## src/rtl/uart_pkg.sv

```systemverilog
// Shared UART definitions: FSM state encoding, frame constants and the
// line-level helper used by the transmit path.
package uart_pkg;

  typedef enum logic [1:0] {
    ST_IDLE  = 2'd0,
    ST_START = 2'd1,
    ST_DATA  = 2'd2,
    ST_STOP  = 2'd3
  } uart_state_e;

  localparam int   CLKS_PER_BIT_DEFAULT = 10416;
  localparam int   FRAME_BITS           = 10;
  localparam logic LINE_IDLE            = 1'b1;
  localparam logic LINE_START           = 1'b0;
  localparam logic LINE_STOP            = 1'b1;

  // Serial line level for a given state; data_bit is only used in ST_DATA.
  function automatic logic line_level(input uart_state_e st, input logic data_bit);
    logic lvl;
    case (st)
      ST_IDLE:  lvl = LINE_IDLE;
      ST_START: lvl = LINE_START;
      ST_DATA:  lvl = data_bit;
      ST_STOP:  lvl = LINE_STOP;
      default:  lvl = LINE_IDLE;
    endcase
    return lvl;
  endfunction

endpackage

```

## src/rtl/uart_tx_top_baud.sv

```systemverilog
// Full-bit-period baud counter for the transmitter: counts 0..CLKS_PER_BIT-1
// while enabled, is held at zero otherwise, and flags the last cycle of a bit.
module tx_baud_counter
  import uart_pkg::*;
#(
  parameter int CLKS_PER_BIT = CLKS_PER_BIT_DEFAULT
) (
  input  logic clk,
  input  logic tx_rst,
  input  logic enable,
  output logic bit_tick
);

  localparam int CNT_W = (CLKS_PER_BIT > 1) ? $clog2(CLKS_PER_BIT) : 1;
  localparam logic [CNT_W-1:0] LAST_CNT = CNT_W'(CLKS_PER_BIT - 1);
  localparam logic [CNT_W-1:0] CNT_ONE  = CNT_W'(1'b1);

  logic [CNT_W-1:0] r_count;
  logic [CNT_W-1:0] w_count_next;

  // Next count: wrap on the last cycle of the bit, hold at zero when idle.
  always_comb begin
    w_count_next = '0;
    if (!enable) begin
      w_count_next = '0;
    end else if (r_count == LAST_CNT) begin
      w_count_next = '0;
    end else begin
      w_count_next = r_count + CNT_ONE;
    end
  end

  // Counter register.
  always_ff @(posedge clk) begin
    if (tx_rst) begin
      r_count <= '0;
    end else begin
      r_count <= w_count_next;
    end
  end

  assign bit_tick = (r_count == LAST_CNT);

endmodule

```

## src/rtl/uart_tx_top.sv

```systemverilog
// UART transmitter: serialises one byte per accepted start strobe as an 8N1
// frame. All outputs come straight from registers.
module uart_tx_top
  import uart_pkg::*;
#(
  parameter int CLKS_PER_BIT = CLKS_PER_BIT_DEFAULT,
  parameter int DATA_BITS    = 8
) (
  input  logic                 clk,
  input  logic                 tx_rst,
  input  logic                 tx_start,
  input  logic [DATA_BITS-1:0] tx_data,
  output logic                 tx_out,
  output logic                 tx_busy,
  output logic                 tx_done
);

  localparam int IDX_W = (DATA_BITS > 1) ? $clog2(DATA_BITS) : 1;
  localparam logic [IDX_W-1:0] LAST_IDX = IDX_W'(DATA_BITS - 1);
  localparam logic [IDX_W-1:0] IDX_ONE  = IDX_W'(1'b1);

  uart_state_e          r_state;
  uart_state_e          w_state_next;
  logic [DATA_BITS-1:0] r_shift;
  logic [DATA_BITS-1:0] w_shift_next;
  logic [IDX_W-1:0]     r_bit_idx;
  logic [IDX_W-1:0]     w_bit_idx_next;
  logic                 w_done_next;
  logic                 r_tx_out;
  logic                 r_busy;
  logic                 r_done;
  logic                 w_bit_tick;
  logic                 w_baud_en;

  assign w_baud_en = (r_state != ST_IDLE);

  tx_baud_counter #(
    .CLKS_PER_BIT (CLKS_PER_BIT)
  ) u_baud (
    .clk      (clk),
    .tx_rst   (tx_rst),
    .enable   (w_baud_en),
    .bit_tick (w_bit_tick)
  );

  // Next-state, shift register and bit index logic.
  always_comb begin
    w_state_next   = r_state;
    w_shift_next   = r_shift;
    w_bit_idx_next = r_bit_idx;
    w_done_next    = 1'b0;
    case (r_state)
      ST_IDLE: begin
        if (tx_start) begin
          w_state_next   = ST_START;
          w_shift_next   = tx_data;
          w_bit_idx_next = '0;
        end else begin
          w_state_next   = ST_IDLE;
        end
      end
      ST_START: begin
        if (w_bit_tick) begin
          w_state_next = ST_DATA;
        end else begin
          w_state_next = ST_START;
        end
      end
      ST_DATA: begin
        if (w_bit_tick) begin
          if (r_bit_idx == LAST_IDX) begin
            w_state_next = ST_STOP;
          end else begin
            w_state_next   = ST_DATA;
            w_shift_next   = r_shift >> 1'b1;
            w_bit_idx_next = r_bit_idx + IDX_ONE;
          end
        end else begin
          w_state_next = ST_DATA;
        end
      end
      ST_STOP: begin
        if (w_bit_tick) begin
          w_state_next = ST_IDLE;
          w_done_next  = 1'b1;
        end else begin
          w_state_next = ST_STOP;
        end
      end
      default: begin
        w_state_next = ST_IDLE;
      end
    endcase
  end

  // Outputs are derived from the next state so the line changes on the
  // same edge the FSM moves, keeping them registered without extra latency.
  always_ff @(posedge clk) begin
    if (tx_rst) begin
      r_state   <= ST_IDLE;
      r_shift   <= '0;
      r_bit_idx <= '0;
      r_tx_out  <= LINE_IDLE;
      r_busy    <= 1'b0;
      r_done    <= 1'b0;
    end else begin
      r_state   <= w_state_next;
      r_shift   <= w_shift_next;
      r_bit_idx <= w_bit_idx_next;
      r_tx_out  <= line_level(w_state_next, w_shift_next[0]);
      r_busy    <= (w_state_next != ST_IDLE);
      r_done    <= w_done_next;
    end
  end

  assign tx_out  = r_tx_out;
  assign tx_busy = r_busy;
  assign tx_done = r_done;

endmodule

```

## config.mk

```make
export PLATFORM = sky130hd
export DESIGN_NAME = uart_tx_top
export DESIGN_NICKNAME = d
export VERILOG_FILES = /design/src/rtl/uart_pkg.sv /design/src/rtl/uart_tx_top_baud.sv /design/src/rtl/uart_tx_top.sv
export SDC_FILE = /design/constraint.sdc
export NUM_CORES = 1
export LEC_CHECK = 0
export ABC_AREA = 1
export CORE_ASPECT_RATIO = 2
export CORE_UTILIZATION = 40
export CTS_BUF_LIST = sky130_fd_sc_hd__clkbuf_2
export CTS_CLUSTER_DIAMETER = 100
export DETAILED_ROUTE_END_ITERATION = 8
export PLACE_DENSITY_LB_ADDON = 0.2
export SYNTH_ARGS = -nofsm -noshare
export SYNTH_HDL_FRONTEND = slang
export SYNTH_SLANG_ARGS = --single-unit
```

## constraint.sdc

```tcl
create_clock -name clk -period 4.2 [get_ports clk]
set_clock_uncertainty 0.05 [all_clocks]
set_input_delay 0.42 -clock clk [delete_from_list [all_inputs] [get_ports clk]]
set_output_delay 0.42 -clock clk [all_outputs]
set_load 0.02 [all_outputs]
```

==> impl_metrics.json, run 1 <==
{
  "ys_types": 29,
  "die_area_um2": 4170,
  "synth_nets": 227,
  "critPathMaxFanout": 15,
  "maxCapViolCount": 0,
  "cts_sinks": 30,
  "viasPerCell": 4.79,
  "syn_inst": 210,
  "cts_buffer_depth": 2,
  "status": "completed",
  "dp_hpwl_mm": 2.42,
  "row_count": 31,
  "start_kind": "input pin",
  "synth-edff-count": 0,
  "die_x_um": 46.1,
  "vias": 1323,
  "vdd_ir_drop_max_uv": 155,
  "core_area_um2": 3680,
  "dpl_cell_area_um2": 1720,
  "drcViolationCount": 0,
  "synthFlopType": "dfxtp_1",
  "post-cts-setup-buffers": 0,
  "cts-resized-gates": 0,
  "ant_nets": 0,
  "antenna_found_initial": 0,
  "yosys.area.top_type_share": 0.385,
  "highest_layer": "met4",
  "clk_latency_ns": 0.36,
  "final_util": 0.476,
  "multi_input_area_um2": 812,
  "numPortBuffers": 13,
  "grt_max_degree": 16,
  "holdWs_ns": 0.428,
  "dr.pass1.iters": 4,
  "h-tree-depth": 2,
  "endpoint_kind": "register",
  "seq_area_um2": 601,
  "async_flop_share": 0,
  "initial_core_util": 0.423,
  "synth_top_cell_by_area": "dfxtp_1",
  "yosysSeqAreaShare": 0.385,
  "cp_data_required_time_ns": 4.41,
  "place.gp.congestion": 0.825,
  "path_class": "in -> reg",
  "die_y_um": 90.3,
  "wl_per_cell_um": 11.4,
  "antenna-diode-count": 0,
  "tightestPinTransition_ns": 0.590,
  "ys_warn_count": 0,
  "period_share": 0.455,
  "clkTransAtPathRegs_ns": 0.15,
  "grt_pass1_wl_mm": 5.33,
  "slew_viol_final": 0,
  "cp_data_arrival_time_ns": 2.12,
  "hold_class": "reg -> reg",
  "layout-drive-gt1-share": 0.159,
  "drtIter0Drc": 29,
  "ys_ff_latch": 30,
  "setup-violations-final": 0,
  "period_minus_slack_ns": 1.91,
  "fmax_mhz": 523,
  "postCtsHoldBufs": 0,
  "synth_area_leaders": "dfxtp_1 39%, nand2_1 12%, nor2_1 5.5%",
  "hold_viol_final": 0,
  "grt_pass1_vias": 1264,
  "fin_area_um2": 1760,
  "wl_mm": 3.14,
  "area_growth_syn_to_layout_pct": 12.6,
  "numCtsBuffers": 5,
  "finalNetCount": 243,
  "wl_met3_um": 65,
  "track_usage": 0.176,
  "fillers": 391,
  "netlist_area_um2": 1560,
  "wl_met1_mm": 1.20,
  "setup_tns_ns": 0,
  "grt-ovfl-total": 0,
  "leakage_uw": 0.000761,
  "powerDensity_nw_per_um2": 280,
  "root_buffer": "clkbuf_2",
  "postSynthAreaPerCell_um2": 7.42,
  "ios": 14,
  "cts_tree": "done",
  "wl_met2_mm": 1.79,
  "max-slew-margin-rel": 0.605,
  "rsz0062_at_grt": "false"
}
path summary, 6_finish.rpt:
path / startpoint / to / slack, ns / depth (start not counted)
max: tx_rst / u_baud.r_count[10] / 2.29 / 6
min: u_baud.r_count[0] / u_baud.r_count[0] / 0.43 / 1
max reg2reg: u_baud.r_count[0] / u_baud.r_count[10] / 2.35 / 10
min reg2reg: u_baud.r_count[0] / u_baud.r_count[0] / 0.43 / 1
layout by cell type (no fill, tap or decap), types with 3 or more instances in the layout:
cell,Yosys,layout
a21oi_1,13,13
a21oi_2,7,7
clkbuf_2,0,6
clkdlybuf4s50_1,0,13
dfxtp_1,30,30
ha_1,6,6
inv_1,22,22
inv_2,8,8
nand2_1,50,50
nand3_1,9,9
nand4_1,10,10
nor2_1,23,23
nor2_2,5,5
nor3_1,3,3
o21ai_0,4,4
stage by stage:
step / worst slack [ns] / power [uW] / cells
after global routing: 2.08 / 517 / 276
after floorplan: 2.53 / 340 / 210
after CTS: 2.31 / 499 / 276
final: 2.29 / 492 / 276
after global placement: 1.91 / 357 / 268
after detailed placement: 1.87 / 357 / 268
layer usage:
metal | vias to the layer above | global-route usage
met3 | 6 | 0.0360
met1 | 588 | 0.170
met4 | 0 | 0.103
li1 | 705 | -
met2 | 24 | 0.312
met5 | - | 0
cell usage after synthesis (2+ instances only):
master	instances
nand2_1	50
dfxtp_1	30
nor2_1	23
inv_1	22
a21oi_1	13
nand4_1	10
nand3_1	9
inv_2	8
a21oi_2	7
ha_1	6
nor2_2	5
o21ai_0	4
nor3_1	3
buf_6	2
nand2_2	2
nor2_4	2
nor3b_1	2
area by class of cell:
class | instances | area share
inverter | 30 | 0.0641
clock buffer | 6 | 0.0171
tap | 49 | 0.0349
multi-input combinational | 146 | 0.463
timing repair buffer | 13 | 0.0741
clock inverter | 2 | 0.00499
sequential | 30 | 0.342
sequential cells by signal (all words and copies together), names as in the netlist:
register	flops
r_shift	8
r_bit_idx	3
r_state	2
tx_done	1
tx_out	1
u_baud.r_count	14
tx_busy	1
power breakdown:
group	internal, uW	leakage [uW]	total, uW	switching [uW]
sequential	293	0.000244	299	6.45
combinational	23.0	0.000486	51.5	28.5
clock	41.0	0.0000304	142	101
logic make-up after synthesis:
logic type	Yosys count	synth area share
buffers and inverters	34	0.0939
DFF	30	0.385
and+or+nand+nor	111	0.355
xor gates and xnor gates	1	0.00562
AOI/OAI and AO/OA	28	0.112
adders and majority gates	6	0.0482
worst max-delay path, cell delays in order:
cell and delay [ns]:
clkdlybuf4s50_1 0.84, inv_1 0.15, nand3_1 0.39, inv_1 0.15, o21ai_0 0.10, a21oi_1 0.06
Note: power is estimated with default switching activity, not from simulation.
==> run 2: changes to the inputs <==
==> constraint.sdc (replaced) <==
create_clock -name clk -period 2 [get_ports clk]
set_clock_uncertainty 0.05 [all_clocks]
set_input_delay 0.2 -clock clk [delete_from_list [all_inputs] [get_ports clk]]
set_output_delay 0.2 -clock clk [all_outputs]
set_load 0.02 [all_outputs]
==> run 2 against run 1 <==
Worst setup slack worse by 2.1 ns. Sequential cell count is the same. Via count increased by 1.1%. Cell area up 1.9%. Die area unchanged. Cell count up 1.4%. Sequential share of layout area shrank 0.58 points. Largest cell class unchanged.
==> impl_metrics.json, run 2 (synthesized netlist as in run 1, its figures left out) <==
{
  "cts_sinks": 30,
  "drcViolationCount": 0,
  "dr.pass1.iters": 4,
  "core_area_um2": 3680,
  "leakage_uw": 0.000777,
  "row_count": 31,
  "max-slew-margin-rel": 0.762,
  "initial_core_util": 0.423,
  "grt_pass1_wl_mm": 5.71,
  "period_share": 0.907,
  "tightestPinTransition_ns": 0.357,
  "numPortBuffers": 13,
  "multi_input_area_um2": 815,
  "post-cts-setup-buffers": 0,
  "wl_mm": 3.20,
  "vias": 1337,
  "vdd_ir_drop_max_uv": 364,
  "start_kind": "register",
  "die_x_um": 46.1,
  "ios": 14,
  "endpoint_kind": "register",
  "slew_viol_final": 0,
  "final_util": 0.486,
  "grt_max_degree": 15,
  "final_common_cell": "nand2_1",
  "grt-ovfl-total": 0,
  "total_power_uw": 1040,
  "layout-drive-gt1-share": 0.182,
  "cts_tree": "done",
  "path_class": "reg -> reg",
  "die_area_um2": 4170,
  "die_y_um": 90.3,
  "seq_area_um2": 602,
  "fin_area_um2": 1790,
  "mostFrequentLayoutCells": "50 x nand2_1, 29 x dfxtp_1, 23 x nor2_1",
  "track_usage": 0.187,
  "setup_tns_ns": 0,
  "powerDensity_nw_per_um2": 580,
  "h-tree-depth": 2,
  "cp_data_arrival_time_ns": 2.04,
  "numCtsBuffers": 5,
  "top_register": "u_baud.r_count",
  "maxCapViolCount": 0,
  "critPathMaxFanout": 4,
  "cts_buffer_depth": 2,
  "dpl_cell_area_um2": 1750,
  "ant_nets": 0,
  "clk_latency_ns": 0.37,
  "wl_per_cell_um": 11.4,
  "place.gp.congestion": 0.822,
  "antenna-diode-count": 0,
  "hold_viol_final": 0,
  "dp_hpwl_mm": 2.49,
  "grt_pass1_vias": 1303,
  "antenna_found_initial": 0,
  "rsz0062_at_grt": "false",
  "status": "completed",
  "reg.largest.list": "u_baud.r_count: 14 flops, r_shift: 8 flops, r_bit_idx: 3 flops",
  "viasPerCell": 4.78,
  "hold_class": "in -> reg",
  "period_minus_slack_ns": 1.81,
  "setup-violations-final": 0,
  "largest_reg_flops": 14,
  "root_buffer": "clkbuf_2",
  "fmax_mhz": 551,
  "drtIter0Drc": 23,
  "finalNetCount": 247,
  "clkTransAtPathRegs_ns": 0.15,
  "cp_data_required_time_ns": 2.23,
  "area_growth_syn_to_layout_pct": 14.8,
  "fillers": 383
}
run 2: changes by cell type in the layout (fill, tap and decap cells not counted):
cell and change:
dfxtp_1 -1, buf_4 +4, ha_2 +1, ha_1 -1, dfxtp_2 +1
run 2: what timing repair did:
| action | in CTS | in global routing |
|---|---|---|
| setup endpoints to repair | 0 | 1 |
| resized for setup | 0 | 2 |
| hold buffers | 0 | 0 |
| endpoints found under the hold margin | 0 | 0 |
run 2: worst paths after layout:
check             slack, ns  cells past startpoint                 to               from
setup / recovery       0.19                     14             tx_out  u_baud.r_count[1]
hold / removal         0.32                      3         r_shift[7]         tx_data[7]
setup reg to reg       0.19                     14             tx_out  u_baud.r_count[1]
hold reg to reg        0.39                      1  u_baud.r_count[0]  u_baud.r_count[0]
run 2: layer usage:
layer | global-route usage | share of wire
met4 | 0.0882 | 0.023
met5 | 0 | 0
met2 | 0.332 | 0.58
met3 | 0.0360 | 0.019
met1 | 0.193 | 0.38
run 2: worst max-delay path, stage by stage (launching register included):
cell	delay (ns)
dfxtp_1	0.38
ha_2	0.19
nand2_1	0.06
inv_2	0.06
nand2_1	0.08
inv_2	0.09
nand3b_4	0.10
inv_1	0.09
nand3_1	0.07
nand2_1	0.08
inv_1	0.07
ha_1	0.27
nand2_1	0.05
nand2_1	0.05
nand2_1	0.05
run 2: final cells by class:
type                    count  area share
well taps                  49      0.0343
multi-input cells         146       0.455
clock buffers               6      0.0168
clock inverters             2     0.00490
inverters                  30      0.0629
repair buffers             17      0.0895
flip-flops and latches     30       0.336
run 2: metrics by stage:
stage | instances | hold WS (ns) | setup WS, ns
CTS | 280 | 0.306 | 0.151
global placement | 272 | 0.393 | 0.243
global route | 280 | 0.336 | 0.000446
floorplan | 210 | 0.219 | 0.332
detailed placement | 272 | 0.403 | 0.202
finish | 280 | 0.325 | 0.185
run 2: power breakdown:
group	switching, uW	internal, uW	leakage (uW)
Combinational	60.9	51.4	0.000502
Sequential	13.5	615	0.000245
Clock	212	85.9	0.0000304
Total	286	752	0.000777
